**src/rtl/hack_decode_stage.sv**
```systemverilog
// Registered Hack instruction decode stage with a two-entry skid buffer,
// illegal-encoding NOP substitution, flush, and a saturating illegal counter.
module hack_decode_stage #(
    parameter int DW     = 16,
    parameter bit STRICT = 1'b1,
    parameter int CNT_W  = 8
) (
    input  logic             clk,
    input  logic             reset,
    input  logic             in_valid,
    output logic             in_ready,
    input  logic [15:0]      in_instr,
    input  logic             flush,
    output logic             out_valid,
    input  logic             out_ready,
    output logic             out_is_c,
    output logic [DW-1:0]    out_imm,
    output logic [5:0]       out_alu,
    output logic             out_sel_m,
    output logic             out_load_a,
    output logic             out_load_d,
    output logic             out_write_m,
    output logic [2:0]       out_jmp,
    output logic             out_illegal,
    output logic [CNT_W-1:0] illegal_cnt
);

    typedef struct packed {
        logic          is_c;
        logic [DW-1:0] imm;
        logic [5:0]    alu;
        logic          sel_m;
        logic          load_a;
        logic          load_d;
        logic          write_m;
        logic [2:0]    jmp;
        logic          illegal;
    } bundle_t;

    localparam logic [CNT_W-1:0] CNT_MAX = '1;

    function automatic logic comp_legal(input logic a, input logic [5:0] c);
        logic ok;
        ok = 1'b0;
        case (c)
            6'b110000, 6'b110001, 6'b110011, 6'b110111, 6'b110010,
            6'b000010, 6'b010011, 6'b000111, 6'b000000, 6'b010101: ok = 1'b1;
            6'b101010, 6'b111111, 6'b111010, 6'b001100,
            6'b001101, 6'b001111, 6'b011111, 6'b001110:             ok = !a;
            default:                                                ok = 1'b0;
        endcase
        return ok;
    endfunction

    // Illegal C-instructions collapse to the "0" computation with no side effects.
    function automatic bundle_t decode(input logic [15:0] i);
        bundle_t b;
        b = '0;
        if (!i[15]) begin
            b.load_a = 1'b1;
            b.imm    = DW'(i[14:0]);
        end else begin
            b.is_c = 1'b1;
            if (!comp_legal(i[12], i[11:6]) || (STRICT && i[14:13] != 2'b11)) begin
                b.alu     = 6'b101010;
                b.illegal = 1'b1;
            end else begin
                b.alu     = i[11:6];
                b.sel_m   = i[12];
                b.load_a  = i[5];
                b.load_d  = i[4];
                b.write_m = i[3];
                b.jmp     = i[2:0];
            end
        end
        return b;
    endfunction

    bundle_t main_q, skid_q, dec, shown;
    logic    main_valid, skid_valid, ready_en;
    logic    accept, pop;

    assign dec      = decode(in_instr);
    assign in_ready = ready_en && !skid_valid && !flush;
    assign accept   = in_valid && in_ready;
    assign pop      = main_valid && out_ready;

    always_ff @(posedge clk or posedge reset) begin
        if (reset) begin
            main_valid  <= 1'b0;
            skid_valid  <= 1'b0;
            main_q      <= '0;
            skid_q      <= '0;
            ready_en    <= 1'b0;
            illegal_cnt <= '0;
        end else begin
            ready_en <= 1'b1;
            if (flush) begin
                main_valid <= 1'b0;
                skid_valid <= 1'b0;
            end else if (pop) begin
                if (skid_valid) begin
                    main_q     <= skid_q;
                    skid_valid <= 1'b0;
                end else begin
                    main_valid <= accept;
                    if (accept) main_q <= dec;
                end
            end else if (accept) begin
                if (main_valid) begin
                    skid_q     <= dec;
                    skid_valid <= 1'b1;
                end else begin
                    main_q     <= dec;
                    main_valid <= 1'b1;
                end
            end
            if (accept && dec.illegal && illegal_cnt != CNT_MAX)
                illegal_cnt <= illegal_cnt + 1'b1;
        end
    end

    // Outputs read as zero whenever no bundle is held.
    assign shown       = main_valid ? main_q : '0;
    assign out_valid   = main_valid;
    assign out_is_c    = shown.is_c;
    assign out_imm     = shown.imm;
    assign out_alu     = shown.alu;
    assign out_sel_m   = shown.sel_m;
    assign out_load_a  = shown.load_a;
    assign out_load_d  = shown.load_d;
    assign out_write_m = shown.write_m;
    assign out_jmp     = shown.jmp;
    assign out_illegal = shown.illegal;

endmodule
```
**config.mk**
```make
export PLATFORM = sky130hd
export DESIGN_NAME = hack_decode_stage
export DESIGN_NICKNAME = d
export VERILOG_FILES = /design/src/rtl/hack_decode_stage.sv
export SDC_FILE = /design/constraint.sdc
export NUM_CORES = 1
export LEC_CHECK = 0
export BUFFER_PORTS_ARGS = -buffer_cell sky130_fd_sc_hd__buf_2
export CAP_MARGIN = 10
export CORE_MARGIN = 2
export CORE_UTILIZATION = 50
export CTS_BUF_LIST = sky130_fd_sc_hd__clkbuf_8
export CTS_CLUSTER_SIZE = 16
export DETAILED_ROUTE_END_ITERATION = 12
export PLACE_DENSITY_LB_ADDON = 0.25
export SYNTH_ARGS = -nofsm -noshare
export SYNTH_HDL_FRONTEND = slang
export SYNTH_SLANG_ARGS = --single-unit
```
**constraint.sdc**
```tcl
create_clock -name clk -period 2.65 [get_ports clk]
set_input_delay 0.1325 -clock clk [delete_from_list [all_inputs] [get_ports clk]]
set_output_delay 0.1325 -clock clk [all_outputs]
set_load 0.03 [all_outputs]
```
---- After elaboration in Yosys (flattened, before gate mapping) ----
Cells that the tools add are included.
word-level totals
  flip-flop bits (word level) ............. 73
  input port bits ......................... 21
  output and inout bits ................... 41
  logic and storage cells ................. 92
operators by class
  $add $sub $neg .......................... 1
  equality and inequality tests ........... 21
  mux-type cells .......................... 24
  bitwise operators ....................... 2
  reduce and logical (&&, ||, !) cells .... 22
operators with widths
  operator                                                                  count
  31-bit two-way mux                                                        6
  6-bit == test (second input constant)                                     8
  6-bit by 4-bit == test with 1-bit output (second input constant)          4
  6-bit by 5-bit == test with 1-bit output (second input constant)          3
  15-bit two-way mux                                                        1
  7-bit two-way mux                                                         2
  1-bit two-way mux                                                         12
  6-bit two-way mux                                                         2
  10-bit OR reduction                                                       1
  8-bit by 1-bit adder with 8-bit output (second input constant)            1
  8-bit inequality test (second input constant)                             1
  4-bit AND reduction                                                       2
  8-bit OR reduction                                                        1
  6-bit by 2-bit == test with 1-bit output (second input constant)          1
  6-bit by 3-bit == test with 1-bit output (second input constant)          1
  1-bit logical AND                                                         6
  6-bit logical NOT                                                         1
  3-bit nonzero test                                                        2
  1-bit logical NOT                                                         4
  2-bit AND reduction                                                       2
  2-bit nonzero test                                                        2
  3-bit inequality test (second input constant)                             1
  2-bit by 1-bit inequality test with 1-bit output (second input constant)  1
  2-bit inequality test (second input constant)                             1
  other kinds (3)                                                           4

---- Depth between registers and ports, before layout ----
Gate-level depths: netlist (run 1).
  depth in word-level cells ............... 11
  gate-level depth with buffers ........... 8
  gate-level depth less buffers ........... 6

---- Worst setup path after synthesis (run 1) ----
No wires, ideal clock.
  kind .................................... reg-to-reg
  from .................................... reg main_valid, in the netlist out_valid
  to ...................................... reg main_q[10] in the netlist's numbering
  library setup time ...................... 0.126 ns
  data arrival time ....................... 1.811 ns
  data required time ...................... 2.524 ns
  path slack .............................. 0.713 ns
  stages on the path, launching flop included .. 8
  buffers on the path ..................... 2
  period minus slack after synthesis ...... 1.937 ns
  cell sequence ........................... dfrtp_1 -> clkbuf_1 -> nor2b_1 -> nor2_1 -> and2_1 -> clkbuf_1 -> and3_1 -> a221o_1
between the ends
  word-level cells in the longest chain between the ends .. 3
  elaborated cells on any way between the ends .. 5
  those cells by class .................... 1 x eq/ne; 1 x mux; 3 x reduce/logical
RTL lines
  item                                                                                                     RTL line  text
  start, declared                                                                                          80        logic main_valid, skid_valid, ready_en;
  start signal, assigned                                                                                   106       main_valid <= accept;
  1-bit logical AND                                                                                        86        assign pop = main_valid && out_ready;
  2-bit by 1-bit inequality test with 1-bit output (no source line) or 2-bit nonzero test (tied branches)  n/a
  4-bit AND reduction (no source line)                                                                     n/a
  end signal, assigned                                                                                     103       main_q <= skid_q;
  end, declared                                                                                            79        bundle_t main_q, skid_q, dec, shown;
Several ways; a longest one is shown, not always the timed one.
A chain may end at the register's enable or synchronous reset.

---- Worst setup path in the final report (run 1) ----
  from .................................... reg skid_valid
  to ...................................... reg illegal_cnt[1]
between the ends
  word-level cells in the longest chain between the ends .. 6
RTL lines
  item                             RTL line  text
  start, declared                  80
  start signal, assigned           91        skid_valid <= 1'b0;
  start signal, assigned           100       skid_valid <= 1'b0;
  start signal, assigned           104       skid_valid <= 1'b0;
  1-bit logical NOT                84        assign in_ready = ready_en && !skid_valid && !flush;
  1-bit logical AND (2 in series)  84
  1-bit logical AND                85        assign accept = in_valid && in_ready;
  1-bit logical AND (2 in series)  118       if (accept && dec.illegal && illegal_cnt != CNT_MAX)
  end signal, assigned             119       illegal_cnt <= illegal_cnt + 1'b1;
  end, declared                    25        output logic [CNT_W-1:0] illegal_cnt
No other way between the ends.

==> results.sh, run 1 <==
export IMPL_htree_levels=3
export IMPL_ioPinCount=62
export IMPL_num_antenna_cells=0
export IMPL_fin_crit_ps=1960
export IMPL_rr_worst_depth=4
export IMPL_hold_path_cell_count=2
export IMPL_fin_skew_ps=7.18
export IMPL_synth_area_per_cell_um2=9.42
export IMPL_slew_headroom_pct=52.7
export IMPL_power_per_cell_area_nw_per_um2=666
export IMPL_layout_drive_gt1_share_pct=21.3
export IMPL_worstPathMaxFanout=8
export IMPL_worstPathRequired_ps=2870
export IMPL_cts_buffers=9
export IMPL_drc=0
export IMPL_hold_viol=0
export IMPL_numClockSinks=71
export IMPL_cts_resized=0
export IMPL_status="completed"
export IMPL_synth_area_um2=3380
export IMPL_cts_setup_buffers=0
export IMPL_p_comb_share_pct=14.8
export IMPL_io_buffers=60
export IMPL_drv_slew=0
export IMPL_switchingPower_uw=732
export IMPL_cp_start_kind="flip-flop"
export IMPL_clockRootBuffer="clkbuf_8"
export IMPL_ir_drop_mv=0.502
export IMPL_drt_iter0_drc=210
export IMPL_path_class="flip-flop to flip-flop"
export IMPL_track_usage_pct=21.8
export IMPL_synth_cells=359
export IMPL_grt_antenna_before_repair=0
export IMPL_cp_arrival_ps=2180
export IMPL_ys_warnings_count=0
export IMPL_p_seq_share_pct=48.7
export IMPL_final_util_pct=61.4
export IMPL_rows=29
export IMPL_vias_per_cell=5.51
export IMPL_syn_nets=381
export IMPL_fin_crit_sh_pct=74.1
export IMPL_max_freq_mhz=509
export IMPL_clkPwrFrac_pct=36.5
export IMPL_place_inst=478
export IMPL_finalSetupViolations=0
export IMPL_design_area_um2=3970
export IMPL_power_mw=2.64
export IMPL_leakagePower_nw=2.04
export IMPL_async_reset_ff_share_pct=100
export IMPL_synthFlopType="dfrtp_1"
export IMPL_place_area_um2=3730
export IMPL_fin_cells=495
export IMPL_grt_pass1_vias=2574
export IMPL_grt_max_degree=48
export IMPL_seq_area_um2=1780
export IMPL_insertion_delay_ps=330
export IMPL_swShare_pct=27.7
export IMPL_crit_path_end_kind="flip-flop"
export IMPL_synth_edf_count=0
export IMPL_seq_area_frac_synth_pct=52.5
export IMPL_tightest_slew_ps=709
export IMPL_drv_cap=0
export IMPL_area_growth_pct=17.2
export IMPL_cts_hold_buffers=1
export IMPL_ys_ff_latch=71
export IMPL_p_int_mw=1.91
export IMPL_synth_cell_types=47
export IMPL_routedWlPerCell_um=15.3
export IMPL_min_path_type="input pin to flip-flop"
export IMPL_clk_pin_slew_worst_paths_ps=70
export IMPL_die_area_um2=7440
export IMPL_grt_overflow=0
export IMPL_cts_buffer_depth=2
export IMPL_initial_core_util_pct=52.4
export IMPL_grt_pass1_wl_um=12700
export IMPL_dpl_hpwl_um=5050
export IMPL_nNetsFinal=435
export IMPL_rsz0062_at_grt="no"
export IMPL_ant_nets=0
export IMPL_globalplace_congestion=0.871
export IMPL_firstDrtPassIters=4
export IMPL_cts_tree="done"
export IMPL_routed_wl_um=7580
export IMPL_die_y_um=86.3
export IMPL_num_vias=2727
export IMPL_core_um2=6460
export IMPL_fillers=585
export IMPL_tns_ps=0
export IMPL_die_x_um=86.3
export IMPL_multi_input_area_um2=1480
routing by layer:
metal | routed length (µm) | vias up | share of wire, % | track usage, %
met4 | 121 | 0 | 1.6 | 8.95
li1 | - | 1346 | - | -
met3 | 320 | 10 | 4.2 | 2.86
met2 | 3590 | 70 | 47 | 34.7
met5 | 0 | - | 0 | 0
met1 | 3550 | 1301 | 47 | 30.4
flip-flops by register name, summed over array words and instances (netlist names):
name         count
skid_q          30
ready_en         1
main_q          30
illegal_cnt      8
skid_valid       1
out_valid        1
power groups by stage:
| stage | clock, mW | combinational [mW] | sequential (mW) |
|---|---|---|---|
| finish | 0.963 | 0.391 | 1.29 |
| global route | 1.02 | 0.434 | 1.31 |
| CTS | 0.982 | 0.395 | 1.29 |
| detailed placement | 0 | 0.392 | 1.31 |
| global placement | 0 | 0.381 | 1.30 |
| floorplan | 0 | 0.227 | 1.34 |
cells in the final DEF (no fill, tap or decap), types with 5 or more instances in the layout:
cell type | synthesis | routed
a22o_1 | 9 | 9
and3_1 | 13 | 13
buf_2 | 1 | 60
dfrtp_1 | 71 | 71
nor2_1 | 23 | 23
and2_1 | 32 | 32
a21oi_1 | 22 | 22
o21ai_0 | 35 | 35
a221o_1 | 9 | 9
nand3_1 | 5 | 5
clkbuf_8 | 0 | 11
nand2_1 | 60 | 60
inv_1 | 7 | 8
Yosys cell counts (2+ instances only):
library cell,number,share of area [%]
nand3_1,5,0.74
a221o_1,9,2.7
o22ai_1,3,0.55
nand2b_1,3,0.55
nor2_1,23,2.6
and3_1,13,2.4
a21oi_1,22,3.3
dfrtp_1,71,53
nand2_1,60,6.7
xor2_1,4,1.0
clkbuf_1,19,2.1
a211oi_1,3,0.67
o21ai_0,35,5.2
conb_1,2,0.22
o31ai_1,4,0.89
xnor2_1,3,0.78
a22o_1,9,2.3
nor3_1,3,0.44
and2_1,32,5.9
inv_1,7,0.78
a31oi_1,3,0.55
logic make-up after synthesis:
family	count (synthesis)	synth area share, %
AND/OR/NAND/NOR	153	23.4
AO/OA/AOI/OAI	94	17.6
multiplexers	1	0.333
flip-flops	71	52.5
other	2	0.222
buffers and inverters	30	3.70
adder cells (fa/ha/maj)	1	0.370
XOR/XNOR	7	1.81
worst max-delay path, cell delays in order (launching register included):
cell     delay, ps
dfrtp_1        430
nor3_2         480
nand2_1        280
nor3b_2        280
mux2_2         370
path summary, 6_finish.rpt:
path / end / slack, ps / startpoint
setup / recovery: illegal_cnt[1]$_DFFE_PP0P_ / 690 / skid_valid$_DFFE_PP0P_
hold / removal: skid_valid$_DFFE_PP0P_ / 20 / out_ready
setup reg to reg: illegal_cnt[1]$_DFFE_PP0P_ / 690 / skid_valid$_DFFE_PP0P_
hold reg to reg: main_q[14]$_DFFE_PP0P_ / 470 / main_q[14]$_DFFE_PP0P_
max in group asynchronous: main_q[9]$_DFFE_PP0P_ / 1540 / reset
min in group asynchronous: main_q[18]$_DFFE_PP0P_ / 460 / reset
area by class of cell:
cell class              count  area share, %
multi-input cells         258           37.4
repair buffers             66           9.09
well taps                  77           2.43
flip-flops and latches     71           44.8
clock buffers              11           3.82
inverters                   7          0.663
clock inverters             5           1.83
through the flow:
| stage | setup WS (ps) | hold WS (ps) |
|---|---|---|
| finish | 686 | 22.4 |
| global route | 567 | 18.4 |
| CTS | 693 | 9.59 |
| detailed placement | 634 | 294 |
| floorplan | 713 | 205 |
| global placement | 708 | 283 |
Power figures use the tool's default switching activity.
==> run 2, diff against run 1 <==
==> constraint.sdc (replaced) <==
create_clock -name clk -period 2.04 [get_ports clk]
set_input_delay 0.102 -clock clk [delete_from_list [all_inputs] [get_ports clk]]
set_output_delay 0.102 -clock clk [all_outputs]
set_load 0.03 [all_outputs]
==> run 2 against run 1 <==
Against the previous run:
- cell count grew 1.2%
- combinational power grew 33%
- clock power grew 17%
- critical path depth grew 2
- power grew 26%
- critical path type unchanged
- critical endpoint is now skid_q[8]$_DFFE_PP0P_
==> results.sh, run 2 (synthesis results as in run 1) <==
export IMPL_cts_setup_buffers=0
export IMPL_gr_usage_met1_pct=32.6
export IMPL_fin_crit_sh_pct=91.8
export IMPL_grt_overflow=0
export IMPL_routed_wl_um=7520
export IMPL_tns_ps=0
export IMPL_largest_registers="main_q: 30 flops, skid_q: 30 flops, illegal_cnt: 8 flops"
export IMPL_drv_cap=0
export IMPL_top_usage_layer="met1"
export IMPL_power_mw=3.32
export IMPL_fin_crit_ps=1870
export IMPL_io_buffers=60
export IMPL_rows=29
export IMPL_fin_skew_ps=9.25
export IMPL_globalplace_congestion=0.843
export IMPL_worstPathRequired_ps=2320
export IMPL_initial_core_util_pct=52.4
export IMPL_mostFrequentLayoutCells="dfrtp_1, nand2_1, buf_2"
export IMPL_grt_pass1_vias=2481
export IMPL_grt_antenna_before_repair=0
export IMPL_power_per_cell_area_nw_per_um2=825
export IMPL_clk_pin_slew_worst_paths_ps=80
export IMPL_gr_usage_met3_pct=3.14
export IMPL_layout_drive_gt1_share_pct=21.9
export IMPL_routedWlPerCell_um=15.0
export IMPL_cts_buffer_depth=2
export IMPL_crit_slowest_cell="dfrtp_1"
export IMPL_vias_per_cell=5.45
export IMPL_cts_buffers=9
export IMPL_cts_resized=0
export IMPL_finalSetupViolations=0
export IMPL_drc=0
export IMPL_min_path_type="input pin to flip-flop"
export IMPL_num_antenna_cells=0
export IMPL_ir_drop_mv=0.603
export IMPL_fillers=573
export IMPL_num_vias=2732
export IMPL_numClockSinks=71
export IMPL_grt_pass1_wl_um=12600
export IMPL_track_usage_pct=21.7
export IMPL_ioPinCount=62
export IMPL_cp_arrival_ps=2150
export IMPL_area_growth_pct=18.9
export IMPL_max_stage_delay_ps=440
export IMPL_cp_cell_sequence="nor3_2 -> buf_4 -> and2_1 -> nand2_1 -> nor2_4 -> a22o_1"
export IMPL_insertion_delay_ps=360
export IMPL_grt_max_degree=72
export IMPL_firstDrtPassIters=4
export IMPL_die_y_um=86.3
export IMPL_htree_levels=3
export IMPL_path_class="flip-flop to flip-flop"
export IMPL_die_area_um2=7440
export IMPL_max_freq_mhz=534
export IMPL_worstPathMaxFanout=9
export IMPL_die_x_um=86.3
export IMPL_hold_viol=0
export IMPL_nNetsFinal=442
export IMPL_clockRootBuffer="clkbuf_8"
export IMPL_ant_nets=0
export IMPL_core_um2=6460
export IMPL_leakagePower_nw=2.07
export IMPL_dpl_hpwl_um=4940
export IMPL_drv_slew=0
export IMPL_status="completed"
export IMPL_crit_path_end_kind="flip-flop"
export IMPL_final_common_cell="dfrtp_1"
export IMPL_rsz0062_at_grt="no"
export IMPL_met2_usage_pct=31.1
export IMPL_cp_start_kind="flip-flop"
export IMPL_cts_tree="done"
export IMPL_drt_iter0_drc=251
-- run 2: stage by stage --
step / cells / setup WS [ps] / hold slack (ps) / area, µm² / util, %
2_1_floorplan: 359 / 103 / 174 / 3380 / -
3_3_place_gp: 482 / 129 / 212 / 3790 / 58.6
3_5_place_dp: 482 / 52.9 / 212 / 3790 / 58.6
4_1_cts: 501 / 152 / 4.82 / 4020 / 62.3
5_1_grt: 501 / 30.6 / 23.0 / 4020 / 62.3
6_report: 501 / 168 / 15.9 / 4020 / 62.3
-- run 2: per-layer routing --
layer,up-vias,wire [µm]
met1,1294,3660
met2,65,3410
met5,-,0
met4,0,144
met3,11,310
li1,1362,-
-- run 2: worst paths after layout --
path / start / end / slack [ps] / cells after the start
max: skid_valid$_DFFE_PP0P_ / skid_q[8]$_DFFE_PP0P_ / 170 / 6
min: in_instr[0] / skid_q[1]$_DFFE_PP0P_ / 20 / 2
max reg2reg: skid_valid$_DFFE_PP0P_ / skid_q[8]$_DFFE_PP0P_ / 170 / 6
min reg2reg: main_q[24]$_DFFE_PP0P_ / main_q[24]$_DFFE_PP0P_ / 470 / 2
max in group asynchronous: reset / skid_q[20]$_DFFE_PP0P_ / 1380 / 4
min in group asynchronous: reset / main_q[14]$_DFFE_PP0P_ / 370 / 4
-- run 2: where the power goes --
part	switching (mW)	internal, mW	leakage (nW)
combinational	0.334	0.186	1.02
sequential	0.104	1.56	0.946
clock	0.515	0.618	0.103
total	0.953	2.37	2.07
-- run 2: worst max-delay path: cells and delay by family, from the launching register on --
kind / cells / cell delay (ps)
buf+inv: 1 / 200
compound gates: 1 / 200
flops: 1 / 440
simple gates: 4 / 960
-- run 2: final cells by class --
| type | instances | area (µm²) | area share, % |
|---|---|---|---|
| Clock buffer | 11 | 151 | 3.76 |
| Tap cell | 77 | 96.3 | 2.39 |
| Timing Repair Buffer | 73 | 445 | 11.1 |
| Clock inverter | 4 | 46.3 | 1.15 |
| Inverter | 7 | 26.3 | 0.653 |
| Sequential cell | 71 | 1780 | 44.2 |
| Multi-Input combinational cell | 258 | 1480 | 36.8 |
-- run 2: timing repair --
| item | 4_1_cts | 5_1_grt |
|---|---|---|
| setup endpoints to repair | 0 | 0 |
| hold endpoints to repair | 73 | 0 |
| hold buffers | 4 | 0 |
==> run 3, diff against run 2 <==
--- a/config.mk
+++ b/config.mk
@@ -5,13 +5,13 @@
 export SDC_FILE = /design/constraint.sdc
 export NUM_CORES = 1
 export LEC_CHECK = 0
-export BUFFER_PORTS_ARGS = -buffer_cell sky130_fd_sc_hd__buf_2
 export CAP_MARGIN = 10
 export CORE_MARGIN = 2
 export CORE_UTILIZATION = 50
 export CTS_BUF_LIST = sky130_fd_sc_hd__clkbuf_8
 export CTS_CLUSTER_SIZE = 16
 export DETAILED_ROUTE_END_ITERATION = 12
+export DONT_BUFFER_PORTS = 1
 export PLACE_DENSITY_LB_ADDON = 0.25
 export SYNTH_ARGS = -nofsm -noshare
 export SYNTH_HDL_FRONTEND = slang
==> run 3 against run 2 <==
Against the previous run:
- critical path depth is 2 higher
- routed wire length is 5.5% higher
- combinational power is 6.9% higher
- maximum frequency is 3.2% lower
- sequential power hardly changed
- power is 4.7% lower
- die area stayed put
- register-to-register slack better by 90 ps
- flip-flop and latch count stayed put
- non-clock buffer count is 35 lower
- critical path type is now input pin to flip-flop
- largest cell class unchanged
==> results.sh, run 3 (synthesis results as in run 1) <==
export IMPL_grt_pass1_vias=2670
export IMPL_fin_crit_ps=1930
export IMPL_area_growth_pct=15.9
export IMPL_mostFrequentLayoutCells="dfrtp_1, nand2_1, o21ai_0"
export IMPL_rrSetupSlack_ps=260
export IMPL_status="completed"
export IMPL_core_um2=6460
export IMPL_fin_skew_ps=7.01
export IMPL_cp_start_kind="input pin"
export IMPL_ioPinCount=62
export IMPL_slew_headroom_pct=65.3
export IMPL_cp_arrival_ps=2180
export IMPL_grt_antenna_before_repair=0
export IMPL_cts_buffer_depth=2
export IMPL_fin_cells=465
export IMPL_cts_buffers=9
export IMPL_clockRootBuffer="clkbuf_8"
export IMPL_vias_per_cell=5.71
export IMPL_ir_drop_mv=0.585
export IMPL_drv_cap=0
export IMPL_seq_area_um2=1780
export IMPL_globalplace_congestion=0.835
export IMPL_die_area_um2=7440
export IMPL_rows=29
export IMPL_swShare_pct=28.9
export IMPL_ant_nets=0
export IMPL_htree_levels=3
export IMPL_insertion_delay_ps=340
export IMPL_m1WireLength_um=3530
export IMPL_clk_pin_slew_worst_paths_ps=70
export IMPL_routed_wl_um=7930
export IMPL_top_layer="met4"
export IMPL_grt_max_degree=48
export IMPL_grt_overflow=0
export IMPL_num_antenna_cells=0
export IMPL_cp_startpoint="in_instr[6]"
export IMPL_p_comb_share_pct=17.6
export IMPL_tns_ps=0
export IMPL_firstDrtPassIters=4
export IMPL_routedWlPerCell_um=17.1
export IMPL_fillers=575
export IMPL_crit_path_end_kind="flip-flop"
export IMPL_p_int_mw=2.25
export IMPL_power_per_cell_area_nw_per_um2=806
export IMPL_p_seq_share_pct=51.8
export IMPL_track_usage_pct=22.9
export IMPL_drc=0
export IMPL_final_common_cell="dfrtp_1"
export IMPL_r2r_start="illegal_cnt[2]$_DFFE_PP0P_"
export IMPL_place_inst=431
export IMPL_multi_input_area_um2=1490
export IMPL_clkPwrFrac_pct=30.6
export IMPL_max_freq_mhz=517
export IMPL_drv_slew=0
export IMPL_die_x_um=86.3
export IMPL_path_class="input pin to flip-flop"
export IMPL_crit_end="skid_q[6]$_DFFE_PP0P_"
export IMPL_wl_met2_um=3810
export IMPL_initial_core_util_pct=52.4
export IMPL_worstPathMaxFanout=9
export IMPL_io_buffers=0
export IMPL_rr_worst_depth=6
export IMPL_leakagePower_nw=1.88
export IMPL_drt_iter0_drc=154
export IMPL_hold_viol=0
export IMPL_dpl_hpwl_um=5060
export IMPL_worstPathRequired_ps=2290
export IMPL_nNetsFinal=407
export IMPL_finalSetupViolations=0
export IMPL_die_y_um=86.3
export IMPL_min_path_type="input pin to flip-flop"
export IMPL_wl_met3_um=450
export IMPL_rsz0062_at_grt="no"
export IMPL_switchingPower_uw=913
export IMPL_r2r_end="illegal_cnt[1]$_DFFE_PP0P_"
export IMPL_numClockSinks=71
export IMPL_cts_tree="done"
export IMPL_fin_crit_sh_pct=94.8
export IMPL_grt_pass1_wl_um=13400
export IMPL_layout_drive_gt1_share_pct=10.3
export IMPL_final_util_pct=60.7
export IMPL_tightest_slew_ps=521
export IMPL_largest_registers="main_q: 30 flops, skid_q: 30 flops, illegal_cnt: 8 flops"
export IMPL_num_vias=2655
run 3: cell types whose count changed in the layout (fill, tap and decap cells not counted), sizes merged:
cell / before / now
buf: 69 / 18
clkinvlp: 1 / 0
bufinv: 1 / 0
dlygate4sd3: 4 / 20
inv: 8 / 9
run 3: worst min-delay path by stage:
stage | from | to | slack [ps] | cells past startpoint
3_5_place_dp | reset | skid_q[17]$_DFFE_PP0P_ | 20 | 1
4_1_cts | in_instr[9] | skid_q[23]$_DFFE_PP0P_ | 7 | 2
2_1_floorplan | flush | skid_valid$_DFFE_PP0P_ | 170 | 1
3_3_place_gp | reset | skid_q[17]$_DFFE_PP0P_ | 10 | 1
6_report | in_instr[15] | skid_q[30]$_DFFE_PP0P_ | 20 | 2
5_1_grt | in_instr[15] | main_q[23]$_DFFE_PP0P_ | 30 | 3
run 3: per-stage QoR:
stage	power, mW	cell area, µm²	setup slack (ps)	hold slack [ps]
6_report	3.16	3920	106	15.5
5_1_grt	3.32	3920	7.37	30.3
4_1_cts	3.18	3920	147	7.00
3_5_place_dp	2.18	3550	299	21.4
3_3_place_gp	2.16	3550	346	14.5
2_1_floorplan	2.03	3380	103	174
run 3: worst max-delay path: stages:
cell and delay (ps):
dlygate4sd3_1 620, inv_1 100, a211oi_1 220, a31oi_1 70, a311o_2 470, buf_4 190, or2_1 240, a31oi_1 180
run 3: power by group through the flow:
stage	Sequential [mW]	Combinational, mW	Clock (mW)
floorplan	1.74	0.295	0
global placement	1.66	0.502	0
detailed placement	1.66	0.516	0
CTS	1.64	0.560	0.986
global route	1.66	0.623	1.04
finish	1.64	0.556	0.968
run 3: per-layer routing:
| metal | global-route usage, % | vias to the layer above |
|---|---|---|
| met3 | 4.57 | 12 |
| met2 | 35.7 | 91 |
| met5 | 0 | - |
| met1 | 31.9 | 1260 |
| met4 | 9.09 | 0 |
| li1 | - | 1292 |
run 3: final cells by class:
type	count	share of cell area, %
clock buffers	11	3.86
multi-input cells	258	37.9
flip-flops and latches	71	45.3
clock inverters	3	0.319
well taps	77	2.46
repair buffers	38	9.51
inverters	7	0.670
run 3: what timing repair did:
action	in CTS	in global routing
hold buffers	20	0
setup endpoints to repair	0	1
resized for setup	0	1
setup buffers	0	0
hold endpoints to repair	61	0
